File: src/rtl/bcd_gate_counter_pkg.sv
// Shared definitions for the gated BCD event counter: digit width, the
// largest BCD digit value, FSM state encoding and the all-nines test.
package bcd_gate_counter_pkg;

    localparam int               BCD_W      = 4;
    localparam logic [BCD_W-1:0] BCD_MAX    = 4'd9;
    localparam int               MAX_DIGITS = 8;

    typedef enum logic {
        IDLE  = 1'b0,
        COUNT = 1'b1
    } state_t;

    // True when the lowest 'digits' decades of v all hold 9.
    function automatic logic all_nines(input logic [MAX_DIGITS*BCD_W-1:0] v,
                                       input int                          digits);
        logic r;
        r = 1'b1;
        for (int i = 0; i < MAX_DIGITS; i++) begin
            if (i < digits && v[i*BCD_W +: BCD_W] != BCD_MAX) begin
                r = 1'b0;
            end
        end
        return r;
    endfunction

endpackage

File: src/rtl/bcd_gate_counter_digit.sv
// One BCD decade. Counts 0..9 on inc (unless hold), wraps 9 -> 0, and
// raises tc combinationally when it is at 9 and being incremented so the
// next decade can be chained.
module bcd_digit
    import bcd_gate_counter_pkg::*;
(
    input  logic             clk,
    input  logic             clear,
    input  logic             clr,
    input  logic             inc,
    input  logic             hold,
    output logic [BCD_W-1:0] value,
    output logic             tc
);

    // Decade register: async clear, then sync clear, then increment.
    // NOTE: sequential state uses non-blocking (<=) so every flop samples
    // pre-edge values and simulation matches the synthesized hardware.
    always_ff @(posedge clk or posedge clear) begin
        if (clear) begin
            value <= '0;
        end else if (clr) begin
            value <= '0;
        end else if (inc && !hold) begin
            value <= (value == BCD_MAX) ? '0 : value + 4'd1;
        end
    end

    assign tc = (value == BCD_MAX) && inc;

endmodule

File: src/rtl/bcd_gate_counter.sv
// Gated BCD event counter. Counts qualified events while gate is high,
// latches the count and overflow flag into dout/ovf when gate falls, and
// pulses valid for one cycle after each latch. SAT selects saturation at
// all-9s or wrap to zero on overflow.
module bcd_gate_counter
    import bcd_gate_counter_pkg::*;
#(
    parameter int DIGITS = 4,
    parameter bit SAT    = 1'b1
) (
    input  logic                    clk,
    input  logic                    clear,
    input  logic                    en,
    input  logic                    gate,
    input  logic                    sync_clr,
    output logic [BCD_W*DIGITS-1:0] dout,
    output logic                    co,
    output logic                    ovf,
    output logic                    valid
);

    state_t                  state_q;
    state_t                  state_d;
    logic                    gate_q;
    logic                    rise;
    logic                    fall;
    logic                    count_win;
    logic                    latch_win;
    logic                    clr_live;
    logic                    count_en;
    logic                    hold;
    logic                    wrap_evt;
    logic                    co_d;
    logic                    live_ovf;
    logic [BCD_W*DIGITS-1:0] live;
    logic [MAX_DIGITS*BCD_W-1:0] live_pad;
    logic [DIGITS-1:0]       inc_chain;
    logic [DIGITS-1:0]       tc;

    // Delayed gate for edge detection.
    always_ff @(posedge clk or posedge clear) begin
        if (clear) begin
            gate_q <= 1'b0;
        end else begin
            gate_q <= gate;
        end
    end

    assign rise = gate & ~gate_q;
    assign fall = ~gate & gate_q;

    // FSM state register.
    always_ff @(posedge clk or posedge clear) begin
        if (clear) begin
            state_q <= IDLE;
        end else begin
            state_q <= state_d;
        end
    end

    // FSM next state: open window on rise, close and latch on fall.
    // NOTE: every output of this block gets a default first so no path
    // leaves a signal unassigned, which would infer a latch.
    always_comb begin
        state_d   = state_q;
        count_win = 1'b0;
        latch_win = 1'b0;
        case (state_q)
            IDLE: begin
                if (rise) begin
                    state_d = COUNT;
                end
            end
            COUNT: begin
                count_win = gate;
                if (fall) begin
                    state_d   = IDLE;
                    latch_win = 1'b1;
                end
            end
            default: state_d = IDLE;
        endcase
    end

    // A new window or an explicit clear restarts the live count; either
    // one swallows the en of that cycle.
    assign clr_live = rise | sync_clr;
    assign count_en = count_win & en & ~clr_live;

    // Widen the live count so the package helper can examine it.
    always_comb begin
        live_pad                   = '0;
        live_pad[BCD_W*DIGITS-1:0] = live;
    end

    // In saturating mode, freeze every decade once all of them read 9.
    assign hold = SAT && all_nines(live_pad, DIGITS);

    genvar g;
    generate
        for (g = 0; g < DIGITS; g++) begin : g_digit
            if (g == 0) begin : g_first
                assign inc_chain[g] = count_en;
            end else begin : g_rest
                assign inc_chain[g] = tc[g-1];
            end

            bcd_digit u_digit (
                .clk   (clk),
                .clear (clear),
                .clr   (clr_live),
                .inc   (inc_chain[g]),
                .hold  (hold),
                .value (live[g*BCD_W +: BCD_W]),
                .tc    (tc[g])
            );
        end
    endgenerate

    // An increment attempted at all-9s is an overflow event. Saturating
    // mode reports only the first one per window; wrap mode reports each.
    assign wrap_evt = tc[DIGITS-1];
    assign co_d     = wrap_evt & (~SAT | ~live_ovf);

    // Live overflow flag, sticky until the window restarts or is cleared.
    always_ff @(posedge clk or posedge clear) begin
        if (clear) begin
            live_ovf <= 1'b0;
        end else if (clr_live) begin
            live_ovf <= 1'b0;
        end else if (wrap_evt) begin
            live_ovf <= 1'b1;
        end
    end

    // Registered carry-out pulse.
    always_ff @(posedge clk or posedge clear) begin
        if (clear) begin
            co <= 1'b0;
        end else begin
            co <= co_d;
        end
    end

    // Result latch: capture the pre-clear live count on window close.
    always_ff @(posedge clk or posedge clear) begin
        if (clear) begin
            dout  <= '0;
            ovf   <= 1'b0;
            valid <= 1'b0;
        end else begin
            valid <= latch_win;
            if (latch_win) begin
                dout <= live;
                ovf  <= live_ovf;
            end
        end
    end

endmodule

File: config.mk
export PLATFORM = sky130hd
export DESIGN_NAME = bcd_gate_counter
export DESIGN_NICKNAME = d
export VERILOG_FILES = /design/src/rtl/bcd_gate_counter_pkg.sv /design/src/rtl/bcd_gate_counter_digit.sv /design/src/rtl/bcd_gate_counter.sv
export SDC_FILE = /design/constraint.sdc
export NUM_CORES = 1
export LEC_CHECK = 0
export ABC_AREA = 1
export BUFFER_PORTS_ARGS = -buffer_cell sky130_fd_sc_hd__buf_4
export CELL_PAD_IN_SITES_DETAIL_PLACEMENT = 0
export CELL_PAD_IN_SITES_GLOBAL_PLACEMENT = 2
export CORE_MARGIN = 5
export CORE_UTILIZATION = 39
export CTS_BUF_LIST = sky130_fd_sc_hd__clkbuf_4
export CTS_CLUSTER_SIZE = 30
export DETAILED_ROUTE_END_ITERATION = 12
export PLACE_DENSITY = 0.92
export SYNTH_ARGS = -nofsm -noshare
export SYNTH_HDL_FRONTEND = slang
export SYNTH_HIERARCHICAL = 1
export SYNTH_SLANG_ARGS = --single-unit
File: constraint.sdc
create_clock -name clk -period 4.7 [get_ports clk]
set_input_delay 0.235 -clock clk [delete_from_list [all_inputs] [get_ports clk]]
set_output_delay 0.235 -clock clk [all_outputs]
set_load 0.02 [all_outputs]
==> results.cfg, run 1 <==
[outcome]
status = complete, no violations

[drt]
ant_nets = 0
dr_total_vias = 1588
drt-total-wl_um = 4210
drtIter0Drc = 58
first_pass_iters = 4
via_per_inst = 4.44
drc = 0
wl_per_cell_um = 11.8

[sta]
fmax_ghz = 0.472
skew_ns = 0.00729
fin_ws_ns = 2.58
rsz0062_at_grt = no
tightest_slew_ns = 0.876
setup_tns_ns = 0
fin_crit_sh_pct = 45.1
setup_viol = 0
relSlewSlack_pct = 41.6
maxSlewViolCount = 0
post-route-min-period_ns = 2.12
finalHoldViolations = 0

[floorplan]
io-pin-count = 24
num_rows = 26
coreArea_um2 = 5170
dieArea_um2 = 6930
die_y_um = 83.2
start_util_pct = 40.4
die_w_um = 83.2

[place]
place.gp.congestion = 0.781
dp_hpwl_um = 3110
io_buffers = 23
place_inst = 348
place_area_um2 = 2330
pre_cts_ws_ns = 2.73

[synthesis]
synth.top_cell.area_share_pct = 45.5
synth_nets = 270
yosys.area_share.simple_pct = 32.7
synth_top_family_by_area = simple AND/OR/NAND/NOR gates
ys.warnings.count = 6
synth_mux_area_share_pct = 0
synthesis.area_um2 = 2090
synthAdderAreaFrac_pct = 4.78
ys_types = 16
synth_commonest_cells = nand2_1, inv_1, dfrtp_1
yosysMostFrequentCell = nand2_1
synth_top_cell_by_area = dfrtp_1
postSynthAreaPerCell_um2 = 8.14
ys_async_sr_fraction_pct = 100
ys_seq_elements = 38
synth_compound_area_share_pct = 7.60
ys_top_cells_by_area = dfrtp_1, nand2_1, inv_1
synth_edf_count = 0
synth-seq-area-share_pct = 45.5
synthCells = 257
synth_xor_xnor_area_share_pct = 0
synthFlopType = dfrtp_1

[clock_network]
path_clk_slew_ns = 0.12
clockBufferDepth = 2
cts_setup_buffers = 0
clock-sinks = 38
cts_max_level = 2
cts_buffers = 5
cts_tree = done
clk_latency_ns = 0.34
clockRootBuffer = clkbuf_4

[global_routing]
busiest_layer = met2
grt_max_degree = 28
met2_usage_pct = 20.8
grt.total_usage_pct = 13.4
grt_overflow_total = 0
met1_usage_pct = 17.6
grt_pass1_wl_um = 7470
antenna_found_initial = 0
grt_pass1_vias = 1582
met3_usage_pct = 3.66

[power_and_ir_drop]
pwr-share-comb_pct = 5.9
power_frac_seq_pct = 56.5
power_density_nw_per_um2 = 241
p_sw_share_pct = 23.5
p_sw_w = 0.000138
leakage_nw = 1.25
internal_power_w = 0.000448
ir_drop_v = 0.000158
clkPwrFrac_pct = 37.6

[critical_path]
critPathKind = in2reg
cp.required_ns = 4.94
cp-end-kind = register
regToRegStartpoint = gate_q$_DFF_PP0_
cp-startpoint = gate
path_max_fanout = 10
worst_ep_arrival_time_ns = 2.36
critPathLaunchType = primary input

[finish]
drive_above_1_share_pct = 26.0
syn2layout_area_growth_pct = 16.0
final_nets = 300
finish.utilization_pct = 46.9
antennaDiodeCount = 0
final_cell_area_um2 = 2430
fin_cells = 358
fill_cells = 547

[job]
maxCapViolations = 0

[worst_hold_path]
min_path_type = in2async
==> critical path, stage by stage <==
cell           delay, ns
dlygate4sd3_1       0.54
buf_4               0.15
nand2_1             0.07
nand2_1             0.21
nor2_1              0.18
inv_1               0.08
nor2_1              0.10
inv_1               0.06
nor2_1              0.10
inv_1               0.07
nor2_1              0.09
inv_1               0.06
nor2_2              0.16
nor2_1              0.11
nand2_1             0.10
o21ai_2             0.05
==> power by group through the flow <==
stage          clock [W]  combinational (W)  sequential (W)
2_1_floorplan          0          0.0000232        0.000338
3_3_place_gp           0          0.0000342        0.000338
3_5_place_dp           0          0.0000342        0.000338
4_1_cts         0.000230          0.0000350        0.000331
5_1_grt         0.000246          0.0000398        0.000332
6_report        0.000220          0.0000344        0.000331
==> metrics by stage <==
step	power (W)	hold slack, ns
after floorplan	0.000362	0.00108
after detailed placement	0.000372	0.180
after CTS	0.000597	0.000490
after global placement	0.000372	0.170
final	0.000586	0.363
after global routing	0.000618	0.356
==> kinds of logic after synthesis <==
group	count (synthesis)
AOI/OAI and AO/OA	19
adders and majority gates	8
buffers and inverters	49
DFF	38
and+or+nand+nor	143
==> worst paths after layout <==
path | to | slack (ns) | depth (start not counted)
worst max-delay path | g_digit[3].u_digit/value[0]$_DFFE_PP0P_ | 2.58 | 16
worst min-delay path | g_digit[3].u_digit/value[0]$_DFFE_PP0P_ | 0.36 | 3
worst max register to register | g_digit[3].u_digit/value[0]$_DFFE_PP0P_ | 2.77 | 15
worst min register to register | co$_DFF_PP0_ | 0.45 | 1
max in group asynchronous | dout[14]$_DFFE_PP0P_ | 3.49 | 3
min in group clk | live_ovf$_DFFE_PP0P_ | 0.38 | 4
==> repair_timing <==
item | in CTS | in global routing
gates resized for setup | 0 | 0
hold buffers | 1 | 1
endpoints found under the hold margin | 16 | 1
==> registers in the layout, indices dropped and copies added, names as in the netlist <==
register / count
co: 1
dout: 16
g_digit.u_digit/value: 16
gate_q: 1
live_ovf: 1
ovf: 1
state_q: 1
valid: 1
==> routing by layer <==
layer  routed length [um]  vias up
li1                     -      844
met2                 1830       29
met1                 2140      709
met3                  181        6
met5                    0        -
met4                   66        0
==> layout make-up <==
type                            instances  area, um^2  area share, %
Clock buffer                            5        37.5           1.55
Clock inverter                          3        40.0           1.65
Timing Repair Buffer                   25         193           7.94
Tap cell                               70        87.6           3.61
Sequential cell                        38         951           39.2
Multi-Input combinational cell        170         942           38.8
Inverter                               47         176           7.27
==> placed cells by master (no fill, tap or decap), types with 4 or more instances in the layout <==
master    count
nand4_1       8
ha_1          8
inv_1        42
clkbuf_4      5
dfrtp_1      38
nand3_1       5
o21ai_2      17
nor2_2        9
nand2_2       4
inv_2         5
buf_4        23
nor2_1       23
nand3_2       4
nand3_4       4
nand2_1      85
(Power assumes the default switching activity.)
==> inputs of run 2 (changes only) <==
- CORE_UTILIZATION: 39 -> 32
- PLACE_DENSITY: 0.92 -> 0.81
- clock period: 4.7 -> 1.73 ns (I/O delays scaled with it)
==> run 2 against run 1 <==
  * Utilization down 5.6 points
  * Sequential share of layout area down 2.8 points
  * First-iteration DRC count down 26%
  * Critical path type is now reg2reg
  * Critical path depth down 4
  * Register-to-register slack worse by 2.6 ns
  * Total power rose to 2.5 times the previous value
  * Via count up 1.8%
  * Global-route usage down 1.6 points
  * Clock skew up 0.012 ns
  * Flip-flop and latch count unchanged
==> results.cfg, run 2 (synthesis results as in run 1) <==
[outcome]
status = complete, no violations

[global_routing]
busiest_layer = met2
grt_pass1_wl_um = 7840
antenna_found_initial = 0
grt_max_degree = 18
grt_pass1_vias = 1635
met3_usage_pct = 3.00
met2_usage_pct = 18.1
grt.total_usage_pct = 11.8
grt_overflow_total = 0
met1_usage_pct = 15.6

[clock_network]
clockBufferDepth = 2
clk_latency_ns = 0.35
clockRootBuffer = clkbuf_4
cts_max_level = 2
cts_tree = done
clock-sinks = 38
path_clk_slew_ns = 0.12
cts_buffers = 5

[finish]
largestRegisters = dout x16, g_digit.u_digit/value x16
finish.utilization_pct = 41.3
final_common_cell = nand2_1
syn2layout_area_growth_pct = 25.3
final_cell_area_um2 = 2620
drive_above_1_share_pct = 36.8
fill_cells = 678
antennaDiodeCount = 0
final_nets = 319
final_cell_mix = nand2_1, buf_4, inv_1

[critical_path]
cp.required_ns = 2.02
critPathLaunchType = register
worst-path-buf-inv = 4
slowest_stage = dfrtp_1
worst_ep_arrival_time_ns = 1.86
critPathKind = reg2reg
cp-end-kind = register
cpPeakStageDelay_ns = 0.40
crit_top_cell = inv_2
crit_family = simple AND/OR/NAND/NOR gates
path_max_fanout = 4
crit_chain = inv_2 > ha_4 > nand3_4 > nor2_4 > inv_2 > nor2_4 > inv_2 > nor2_2 > inv_2 > nor2_4 > nand3_2 > o21ai_2

[drt]
drc = 0
ant_nets = 0
dr_total_vias = 1616
via_per_inst = 4.21
drtIter0Drc = 43
wl_per_cell_um = 11.9
first_pass_iters = 4
drt-total-wl_um = 4570

[power_and_ir_drop]
ir_drop_v = 0.000278
power_density_nw_per_um2 = 566
leakage_nw = 1.34

[floorplan]
die_w_um = 90.9
io-pin-count = 24
start_util_pct = 32.9
dieArea_um2 = 8250
coreArea_um2 = 6350
die_y_um = 90.9
num_rows = 29

[sta]
maxSlewViolCount = 0
setup_viol = 0
post-route-min-period_ns = 1.57
finalHoldViolations = 0
fmax_ghz = 0.639
fin_crit_sh_pct = 90.5
relSlewSlack_pct = 80.2
skew_ns = 0.0193
tightest_slew_ns = 0.298

[job]
maxCapViolations = 0

[place]
place_area_um2 = 2450
io_buffers = 23
dp_hpwl_um = 3410
place.gp.congestion = 0.762

[worst_hold_path]
min_path_type = in2async
## run 2: changes by cell type in the layout (fill, tap and decap cells not counted), sizes merged
cell,previous run,this run
clkbuf,5,6
bufinv,1,0
buf,23,42
## run 2: final timing paths
| path | startpoint | endpoint | slack [ns] | cells past startpoint |
|---|---|---|---|---|
| hold reg to reg | live_ovf$_DFFE_PP0P_ | co$_DFF_PP0_ | 0.43 | 1 |
| setup / recovery | g_digit[0].u_digit/value[1]$_DFFE_PP0P_ | g_digit[3].u_digit/value[0]$_DFFE_PP0P_ | 0.16 | 12 |
| min in group clk | sync_clr | live_ovf$_DFFE_PP0P_ | 0.23 | 5 |
| hold / removal | clear | g_digit[1].u_digit/value[2]$_DFFE_PP0P_ | 0.20 | 3 |
| setup reg to reg | g_digit[0].u_digit/value[1]$_DFFE_PP0P_ | g_digit[3].u_digit/value[0]$_DFFE_PP0P_ | 0.16 | 12 |
| max in group asynchronous | clear | live_ovf$_DFFE_PP0P_ | 0.93 | 4 |
## run 2: per-stage QoR
step	power (W)	hold WS [ns]	std cells	setup WS (ns)	setup TNS [ns]
floorplan	0.000982	-0.147	257	0.0575	0
global placement	0.00102	0.0293	370	0.0870	0
detailed placement	0.00102	0.0313	370	0.0294	0
CTS	0.00151	0.175	380	0.0409	0
global route	0.00156	0.189	384	-0.00405	-0.00571
finish	0.00148	0.196	384	0.164	0
## run 2: repair_timing
action                                  4_1_cts  5_1_grt
buffers inserted                              0        5
gates resized for setup                       1       25
hold endpoints to repair                     22        0
endpoints found under the setup margin        4       18
pin swaps                                     0        9
hold buffers                                  2        0
## run 2: worst register-to-register path, stage by stage, from the launching register on
cell and delay [ns]:
dfrtp_1 0.40, inv_2 0.07, ha_4 0.13, nand3_4 0.08, nor2_4 0.12, inv_2 0.05
nor2_4 0.07, inv_2 0.05, nor2_2 0.09, inv_2 0.06, nor2_4 0.16, nand3_2 0.11
o21ai_2 0.14
## run 2: area by class of cell
type / instances / area (um^2) / area share [%]
Clock inverter: 2 / 8.76 / 0.334
Timing Repair Buffer: 44 / 335 / 12.8
Tap cell: 77 / 96.3 / 3.68
Inverter: 47 / 176 / 6.73
Multi-Input combinational cell: 170 / 1000 / 38.3
Clock buffer: 6 / 45.0 / 1.72
Sequential cell: 38 / 955 / 36.4
## run 2: per-layer routing
layer / wire [um] / up-vias
met1: 2270 / 699
met5: 0 / -
met2: 2020 / 29
met4: 87 / 0
met3: 189 / 7
li1: - / 881
## run 2: power by group
| part | internal (W) | switching, W |
|---|---|---|
| Clock | 0.000169 | 0.000299 |
| Sequential | 0.000894 | 0.00000292 |
| Combinational | 0.0000383 | 0.0000800 |
